<file path="src/rtl/serial_tx_pkg.sv">
// Shared definitions for the parametrised serial transmitter.
//   txState_e  : transmitter FSM state encoding
//   calcParity : reduction-XOR parity of a zero-extended word, optionally inverted
package serial_tx_pkg;

  typedef enum logic [1:0] {
    IDLE   = 2'd0,
    SHIFT  = 2'd1,
    PARITY = 2'd2,
    DONE   = 2'd3
  } txState_e;

  // Widest word the parity helper accepts. Zero-extension does not change
  // the XOR, so narrower words are simply cast up at the call site.
  localparam int PARITY_MAX_WIDTH = 256;

  function automatic logic calcParity(input logic [PARITY_MAX_WIDTH-1:0] word,
                                      input logic odd);
    return (^word) ^ odd;
  endfunction

endpackage

</file>
<file path="src/rtl/param_serial_tx_if.sv">
// Handshake/status bundle between a word producer and param_serial_tx.
//   DataIn/Sample/StartTx : producer -> transmitter
//   FifoFull/FifoEmpty/Overflow/TxBusy/TxDone/DataOut : transmitter -> producer
interface param_serial_tx_if #(
  parameter int DATA_WIDTH = 32
);
  logic [DATA_WIDTH-1:0] DataIn;
  logic                  Sample;
  logic                  StartTx;
  logic                  FifoFull;
  logic                  FifoEmpty;
  logic                  Overflow;
  logic                  TxBusy;
  logic                  TxDone;
  logic                  DataOut;

  modport master (
    output DataIn, Sample, StartTx,
    input  FifoFull, FifoEmpty, Overflow, TxBusy, TxDone, DataOut
  );

  modport slave (
    input  DataIn, Sample, StartTx,
    output FifoFull, FifoEmpty, Overflow, TxBusy, TxDone, DataOut
  );
endinterface

</file>
<file path="src/rtl/serial_tx_fifo.sv">
// Synchronous word FIFO for the serial transmitter.
//   Clk, Reset (async, active-low)
//   wrData/wrEn : enqueue; dropped when full unless a read frees a slot
//   rdEn        : dequeue head (ignored when empty); rdData shows the head
//   full/empty  : registered from the next count
//   overflow    : one-cycle pulse after a dropped write
module serial_tx_fifo #(
  parameter int WIDTH = 32,
  parameter int DEPTH = 4
) (
  input  logic             Clk,
  input  logic             Reset,
  input  logic [WIDTH-1:0] wrData,
  input  logic             wrEn,
  input  logic             rdEn,
  output logic [WIDTH-1:0] rdData,
  output logic             full,
  output logic             empty,
  output logic             overflow
);
  localparam int PTR_W = $clog2(DEPTH);
  localparam int CNT_W = $clog2(DEPTH + 1);

  logic [WIDTH-1:0] mem [DEPTH];
  logic [PTR_W-1:0] wrPtr;
  logic [PTR_W-1:0] rdPtr;
  logic [CNT_W-1:0] count;
  logic [CNT_W-1:0] countNext;
  logic             fullReg;
  logic             emptyReg;
  logic             overflowReg;
  logic             rdAccept;
  logic             wrAccept;

  assign rdAccept  = rdEn && !emptyReg;
  // A read at the same edge frees a slot, so a write into a full FIFO is kept.
  assign wrAccept  = wrEn && (!fullReg || rdAccept);
  assign countNext = count + CNT_W'(wrAccept) - CNT_W'(rdAccept);

  always_ff @(posedge Clk) begin
    if (wrAccept) mem[wrPtr] <= wrData;
  end

  always_ff @(posedge Clk or negedge Reset) begin
    if (!Reset) begin
      wrPtr       <= '0;
      rdPtr       <= '0;
      count       <= '0;
      fullReg     <= 1'b0;
      emptyReg    <= 1'b1;
      overflowReg <= 1'b0;
    end else begin
      if (wrAccept) wrPtr <= wrPtr + 1'b1;
      if (rdAccept) rdPtr <= rdPtr + 1'b1;
      count       <= countNext;
      fullReg     <= (countNext == CNT_W'(DEPTH));
      emptyReg    <= (countNext == '0);
      overflowReg <= wrEn && !wrAccept;
    end
  end

  assign rdData   = mem[rdPtr];
  assign full     = fullReg;
  assign empty    = emptyReg;
  assign overflow = overflowReg;
endmodule

</file>
<file path="src/rtl/param_serial_tx.sv">
// Parametrised serial transmitter: buffers words in a FIFO and shifts the
// head word out on DataOut, one bit per CLK_DIV clocks, with optional parity.
//   Clk, Reset (async, active-low)
//   bus (slave) : DataIn/Sample enqueue, StartTx launches a frame;
//                 FifoFull/FifoEmpty/Overflow buffer status;
//                 TxBusy during the frame, TxDone one-cycle end pulse, DataOut serial
module param_serial_tx
  import serial_tx_pkg::*;
#(
  parameter int DATA_WIDTH = 32,
  parameter int CLK_DIV    = 2,
  parameter int MSB_FIRST  = 1,
  parameter int PARITY_EN  = 0,
  parameter int PARITY_ODD = 0,
  parameter int FIFO_DEPTH = 4
) (
  input  logic          Clk,
  input  logic          Reset,
  param_serial_tx_if.slave bus
);
  localparam int DIV_W = (CLK_DIV > 1) ? $clog2(CLK_DIV) : 1;
  localparam int BIT_W = $clog2(DATA_WIDTH);

  txState_e              state;
  logic [DIV_W-1:0]      divCnt;
  logic [BIT_W-1:0]      bitCnt;
  logic [DATA_WIDTH-1:0] shiftReg;
  logic                  parityReg;
  logic                  dataOutReg;
  logic                  txBusyReg;
  logic                  txDoneReg;

  logic [DATA_WIDTH-1:0] headWord;
  logic                  fifoEmpty;
  logic                  fifoFull;
  logic                  fifoOverflow;
  logic                  pop;
  logic                  divWrap;
  logic                  lastBit;
  logic                  firstBit;
  logic                  nextBit;
  logic [DATA_WIDTH-1:0] shifted;

  // StartTx is only honoured in IDLE with a word waiting; a same-edge Sample
  // into an empty FIFO is not visible yet, so there is no fall-through.
  assign pop = (state == IDLE) && bus.StartTx && !fifoEmpty;

  serial_tx_fifo #(
    .WIDTH (DATA_WIDTH),
    .DEPTH (FIFO_DEPTH)
  ) uFifo (
    .Clk      (Clk),
    .Reset    (Reset),
    .wrData   (bus.DataIn),
    .wrEn     (bus.Sample),
    .rdEn     (pop),
    .rdData   (headWord),
    .full     (fifoFull),
    .empty    (fifoEmpty),
    .overflow (fifoOverflow)
  );

  assign divWrap  = (divCnt == DIV_W'(CLK_DIV - 1));
  assign lastBit  = (bitCnt == BIT_W'(DATA_WIDTH - 1));
  assign firstBit = (MSB_FIRST != 0) ? headWord[DATA_WIDTH-1] : headWord[0];
  assign nextBit  = (MSB_FIRST != 0) ? shiftReg[DATA_WIDTH-2] : shiftReg[1];
  assign shifted  = (MSB_FIRST != 0) ? (shiftReg << 1) : (shiftReg >> 1);

  always_ff @(posedge Clk or negedge Reset) begin
    if (!Reset) begin
      state      <= IDLE;
      divCnt     <= '0;
      bitCnt     <= '0;
      shiftReg   <= '0;
      parityReg  <= 1'b0;
      dataOutReg <= 1'b0;
      txBusyReg  <= 1'b0;
      txDoneReg  <= 1'b0;
    end else begin
      txDoneReg <= 1'b0;
      case (state)
        IDLE: begin
          if (pop) begin
            // Word and its parity are captured here so later DataIn
            // activity cannot disturb the frame in flight.
            shiftReg   <= headWord;
            parityReg  <= calcParity(PARITY_MAX_WIDTH'(headWord), PARITY_ODD != 0);
            dataOutReg <= firstBit;
            txBusyReg  <= 1'b1;
            divCnt     <= '0;
            bitCnt     <= '0;
            state      <= SHIFT;
          end
        end
        SHIFT: begin
          if (divWrap) begin
            divCnt <= '0;
            if (lastBit) begin
              if (PARITY_EN != 0) begin
                dataOutReg <= parityReg;
                state      <= PARITY;
              end else begin
                dataOutReg <= 1'b0;
                txBusyReg  <= 1'b0;
                txDoneReg  <= 1'b1;
                state      <= DONE;
              end
            end else begin
              bitCnt     <= bitCnt + 1'b1;
              shiftReg   <= shifted;
              dataOutReg <= nextBit;
            end
          end else begin
            divCnt <= divCnt + 1'b1;
          end
        end
        PARITY: begin
          if (divWrap) begin
            divCnt     <= '0;
            dataOutReg <= 1'b0;
            txBusyReg  <= 1'b0;
            txDoneReg  <= 1'b1;
            state      <= DONE;
          end else begin
            divCnt <= divCnt + 1'b1;
          end
        end
        DONE: begin
          // TxDone was raised on entry and drops via the default above.
          state <= IDLE;
        end
        default: state <= IDLE;
      endcase
    end
  end

  assign bus.FifoFull  = fifoFull;
  assign bus.FifoEmpty = fifoEmpty;
  assign bus.Overflow  = fifoOverflow;
  assign bus.TxBusy    = txBusyReg;
  assign bus.TxDone    = txDoneReg;
  assign bus.DataOut   = dataOutReg;
endmodule
</file>
<file path="src/flat_wrapper.sv">
// flat-port wrapper written by rule: the top's interface ports become plain ports
module param_serial_tx_flat import serial_tx_pkg::*;
#(
  parameter int DATA_WIDTH = 32,
  parameter int CLK_DIV    = 2,
  parameter int MSB_FIRST  = 1,
  parameter int PARITY_EN  = 0,
  parameter int PARITY_ODD = 0,
  parameter int FIFO_DEPTH = 4
)
  (Clk, Reset, bus_DataIn, bus_Sample, bus_StartTx, bus_FifoFull, bus_FifoEmpty, bus_Overflow, bus_TxBusy, bus_TxDone, bus_DataOut);
  param_serial_tx_if #(.DATA_WIDTH(DATA_WIDTH)) bus_i ();
  input  logic Clk;
  input  logic Reset;
  input wire logic [$bits(bus_i.DataIn)-1:0] bus_DataIn;
  input wire logic [$bits(bus_i.Sample)-1:0] bus_Sample;
  input wire logic [$bits(bus_i.StartTx)-1:0] bus_StartTx;
  output wire logic [$bits(bus_i.FifoFull)-1:0] bus_FifoFull;
  output wire logic [$bits(bus_i.FifoEmpty)-1:0] bus_FifoEmpty;
  output wire logic [$bits(bus_i.Overflow)-1:0] bus_Overflow;
  output wire logic [$bits(bus_i.TxBusy)-1:0] bus_TxBusy;
  output wire logic [$bits(bus_i.TxDone)-1:0] bus_TxDone;
  output wire logic [$bits(bus_i.DataOut)-1:0] bus_DataOut;
  assign bus_i.DataIn = bus_DataIn;
  assign bus_i.Sample = bus_Sample;
  assign bus_i.StartTx = bus_StartTx;
  assign bus_FifoFull = bus_i.FifoFull;
  assign bus_FifoEmpty = bus_i.FifoEmpty;
  assign bus_Overflow = bus_i.Overflow;
  assign bus_TxBusy = bus_i.TxBusy;
  assign bus_TxDone = bus_i.TxDone;
  assign bus_DataOut = bus_i.DataOut;
  param_serial_tx #(.DATA_WIDTH(DATA_WIDTH), .CLK_DIV(CLK_DIV), .MSB_FIRST(MSB_FIRST), .PARITY_EN(PARITY_EN), .PARITY_ODD(PARITY_ODD), .FIFO_DEPTH(FIFO_DEPTH)) u_core (.Clk(Clk), .Reset(Reset), .bus(bus_i));
endmodule
</file>
<file path="config.mk">
export PLATFORM = sky130hd
export DESIGN_NAME = param_serial_tx_flat
export DESIGN_NICKNAME = d
export VERILOG_FILES = /design/src/rtl/serial_tx_pkg.sv /design/src/rtl/param_serial_tx_if.sv /design/src/rtl/serial_tx_fifo.sv /design/src/rtl/param_serial_tx.sv /design/src/flat_wrapper.sv
export SDC_FILE = /design/constraint.sdc
export NUM_CORES = 1
export LEC_CHECK = 0
export ABC_AREA = 1
export CAP_MARGIN = 20
export CORE_MARGIN = 2
export CORE_UTILIZATION = 29
export CTS_CLUSTER_DIAMETER = 200
export CTS_CLUSTER_SIZE = 20
export DETAILED_ROUTE_END_ITERATION = 10
export GPL_TIMING_DRIVEN = 0
export HOLD_SLACK_MARGIN = 0.15
export PLACE_DENSITY_LB_ADDON = 0.1
export SYNTH_ARGS = -nofsm -noshare
export SYNTH_HDL_FRONTEND = slang
export SYNTH_HIERARCHICAL = 1
export SYNTH_SLANG_ARGS = --single-unit
</file>
<file path="constraint.sdc">
create_clock -name Clk -period 3.2 [get_ports Clk]
set_input_delay 0.64 -clock Clk [delete_from_list [all_inputs] [get_ports Clk]]
set_output_delay 0.64 -clock Clk [all_outputs]
set_load 0.005 [all_outputs]
</file>
==> load_flow_metrics.sql <==
INSERT INTO impl_metrics (metric_group, metric, value, unit) VALUES
('clocking', 'cts_repair_resize_count', '1', ''),
('yosys', 'synth.yosys.seq_area_share', '67.2', '%'),
('worst_setup_path', 'worstSetupStartpointType', 'register', ''),
('sta', 'rsz0062_at_grt', 'false', ''),
('layout', 'finalInstanceArea', '9250', 'um2'),
('grt', 'grt_start_max_net_pins', '30', ''),
('routing', 'wl_met3', '680', 'um'),
('clocking', 'postCtsSetupBuffers', '0', ''),
('worst_setup_path', 'path_delay_family', 'adder cells', ''),
('routing', 'route.layer.met1.wl', '8430', 'um'),
('worst_setup_path', 'cp_cell_sequence', 'inv_1, ha_2, nand3_1, inv_1, nand2_1, nand2_2, nand2_4, ha_1, inv_1, ha_1, inv_1, fa_1, inv_1, or2_2, nor2_1', ''),
('clocking', 'clk_latency_worst_skew_pair', '0.42', 'ns'),
('worst_setup_path', 'critical_path_required', '3.56', 'ns'),
('sta', 'min_period_over_period', '91.8', '%'),
('grt', 'number_of_global_route_vias_before_repair', '4883', ''),
('floorplanning', 'dieArea', '27700', 'um2'),
('layout', 'area_growth_from_synthesis_to_layout', '20.9', '%'),
('yosys', 'syn-mean-instance-area', '11.5', 'um2'),
('floorplanning', 'fp.dieH', '166', 'um'),
('worst_setup_path', 'critPathMaxStageDelay', '0.47', 'ns'),
('routing', 'highest_layer', 'met4', ''),
('grt', 'grt_pass1_wl', '28300', 'um'),
('clocking', 'cts_sinks', '180', ''),
('layout', 'share_of_final_layout_standard_cells_stronger_than_drive_strength_1', '15.0', '%'),
('yosys', 'synth.lib_cells_used.distinct', '30', ''),
('sta', 'finalSetupViolations', '0', ''),
('clocking', 'reg_clk_slew_reported_paths', '0.07', 'ns'),
('floorplanning', 'std_cell_rows', '59', ''),
('grt', 'grt_use_total', '13.4', '%'),
('clocking', 'cts_buffers', '17', ''),
('yosys', 'syn-num-nets', '718', ''),
('placement', 'place.gp.congestion', '0.728', ''),
('placement', 'detailed_place.area', '8620', 'um2'),
('worst_setup_path', 'critical_path_arrival', '3.30', 'ns'),
('sta', 'timing.fmax', '340', 'MHz'),
('routing', 'drt_wl_total', '18100', 'um'),
('clocking', 'max-clock-path-buffers', '2', ''),
('routing', 'dr.first_iter.drc_count', '273', ''),
('run_status', 'outcome', 'finished, final reports clean', ''),
('yosys', 'synth_area', '7650', 'um2'),
('routing', 'first_pass_iters', '4', ''),
('power', 'p_leak', '3.55', 'nW'),
('grt', 'antenna_found_initial', '0', ''),
('floorplanning', 'io_pins', '42', ''),
('routing', 'average_detailed_routed_wire_length_per_instance', '16.7', 'um'),
('layout', 'multiInputGateArea', '2200', 'um2'),
('power', 'power.total', '9.35', 'mW'),
('placement', 'port_buffers', '41', ''),
('sta', 'fin_setup_tns', '0', 'ns'),
('worst_setup_path', 'slowest_stage', 'fa_1', ''),
('routing', 'routed-via-count', '4880', ''),
('clocking', 'cts_max_level', '4', ''),
('sta', 'hold_viol_final', '0', ''),
('layout', 'area.sequential', '5150', 'um2'),
('yosys', 'synth-warning-count', '6', ''),
('yosys', 'synth.top_cell.area_share', '50.2', '%'),
('power', 'irDropWorstVdd', '0.000401', 'V'),
('sta', 'final_max_slew_viol_count', '0', ''),
('clocking', 'cts_tree', 'done', ''),
('clocking', 'clockRootBuffer', 'clkbuf_16', ''),
('yosys', 'synth_top_cells_by_area', 'edfxtp_1, dfrtp_1, o21ai_0', ''),
('routing', 'avgViaCountPerCell', '4.51', ''),
('worst_setup_path', 'endpoint_kind', 'register', ''),
('sta', 'post-route-min-period', '2.94', 'ns'),
('sta', 'worst_clk_skew', '0.0114', 'ns'),
('clocking', 'cts-hold-fix-buffers', '0', ''),
('routing', 'antenna_nets_post_route', '0', ''),
('sta', 'worstMarginPinSlew', '0.739', 'ns'),
('worst_setup_path', 'worst-setup-path-type', 'register to register', ''),
('layout', 'diodes', '0', ''),
('worst_hold_path', 'holdCritPathClass', 'input pin to asynchronous set/reset pin', '');
## routing by layer
layer  GRT usage (%)  vias to the layer above
li1                -                     2409
met1            18.4                     2389
met2            21.8                       74
met3            2.76                        8
met4            3.37                        0
met5               0                        -
## cells in the mapped netlist
master,n
edfxtp_1,128
clkbuf_2,1
buf_4,2
o21ai_4,1
nor3_1,1
nand4_1,1
clkbuf_1,12
or2_2,32
a21boi_0,1
buf_6,11
fa_1,1
xor2_1,1
nand2_1,112
nor2_1,81
nand3b_1,1
nand3_2,1
dfstp_2,1
buf_2,9
o21ai_0,101
inv_1,28
inv_4,1
o21ai_2,5
nand2_2,3
dfrtp_1,51
ha_1,13
nand3_1,10
a21oi_1,1
inv_2,1
o21ai_1,25
o21a_1,32
## final cells by class
type,instances,share of cell area (%)
clock buffers,19,4.79
well taps,335,4.53
clock inverters,13,1.87
inverters,30,1.24
multi-input cells,423,23.8
plain buffers,35,2.53
flip-flops and latches,180,55.6
repair buffers,46,5.63
## logic make-up after synthesis
kind of cell	after synthesis	synth area share [%]
AO/OA/AOI/OAI	166	12.3
buffers and inverters	65	4.56
adder cells (fa/ha/maj)	14	2.39
flip-flops	180	67.2
AND/OR/NAND/NOR	242	13.4
XOR/XNOR	1	0.114
## final timing paths
path,start,to,slack [ns],cells past startpoint
min in group Clk,u_core/shiftReg[12],u_core/shiftReg[12],0.48,2
worst max register to register,u_core/state[1],u_core/uFifo/empty,0.26,15
worst min register to register,u_core/shiftReg[12],u_core/shiftReg[12],0.48,2
worst max-delay path,u_core/state[1],u_core/uFifo/empty,0.26,15
worst min-delay path,Reset,u_core/state[1],0.26,1
max in group asynchronous,Reset,u_core/uFifo/empty,2.25,2
## where the power goes
part           switching [mW]  total, mW  leakage [nW]  internal [mW]
Clock                   0.907       2.17         0.299           1.26
Sequential              0.251       3.41          1.81           3.16
Combinational            2.32       3.76          1.44           1.45
Total                    3.47       9.35          3.55           5.87
## registers in the layout (all words and copies together) (netlist names)
register and cells:
u_core/state 2, u_core/uFifo/count 3, u_core/bitCnt 5, u_core/bus.TxBusy 1
u_core/shiftReg 31, u_core/bus.TxDone 1, u_core/bus.DataOut 1, u_core/uFifo/wrPtr 2
u_core/uFifo/rdPtr 2, u_core/uFifo/overflow 1, u_core/uFifo/full 1, u_core/uFifo/empty 1
u_core/divCnt 1, u_core/uFifo/mem 128
## cells in the final DEF, fill, tap and decap left out, types with 3 or more instances in the layout
| cell type | Yosys | layout |
|---|---|---|
| o21a_1 | 32 | 32 |
| buf_2 | 9 | 10 |
| clkbuf_1 | 12 | 13 |
| bufinv_16 | 0 | 3 |
| clkinv_4 | 0 | 5 |
| nor2_1 | 81 | 77 |
| dfrtp_1 | 51 | 51 |
| buf_6 | 11 | 11 |
| o21ai_1 | 25 | 25 |
| inv_6 | 0 | 3 |
| nand3_1 | 10 | 10 |
| o21ai_0 | 101 | 101 |
| nand2_2 | 3 | 4 |
| nor2_4 | 0 | 4 |
| nand2_1 | 112 | 110 |
| inv_1 | 28 | 28 |
| o21ai_2 | 5 | 5 |
| clkdlybuf4s50_1 | 0 | 40 |
| clkbuf_16 | 0 | 17 |
| edfxtp_1 | 128 | 128 |
| buf_12 | 0 | 3 |
| or2_2 | 32 | 32 |
| ha_1 | 13 | 12 |
## through the flow
| stage | hold WS (ns) | setup WS, ns | instances |
|---|---|---|---|
| final | 0.264 | 0.262 | 1081 |
| after global routing | 0.322 | 0.0564 | 1081 |
| after CTS | 0.288 | 0.0394 | 1081 |
| after detailed placement | 0.464 | -0.423 | 1049 |
| after global placement | 0.455 | -1.99 | 1044 |
| after floorplan | 0.344 | 0.176 | 668 |
(Power assumes the default switching activity.)
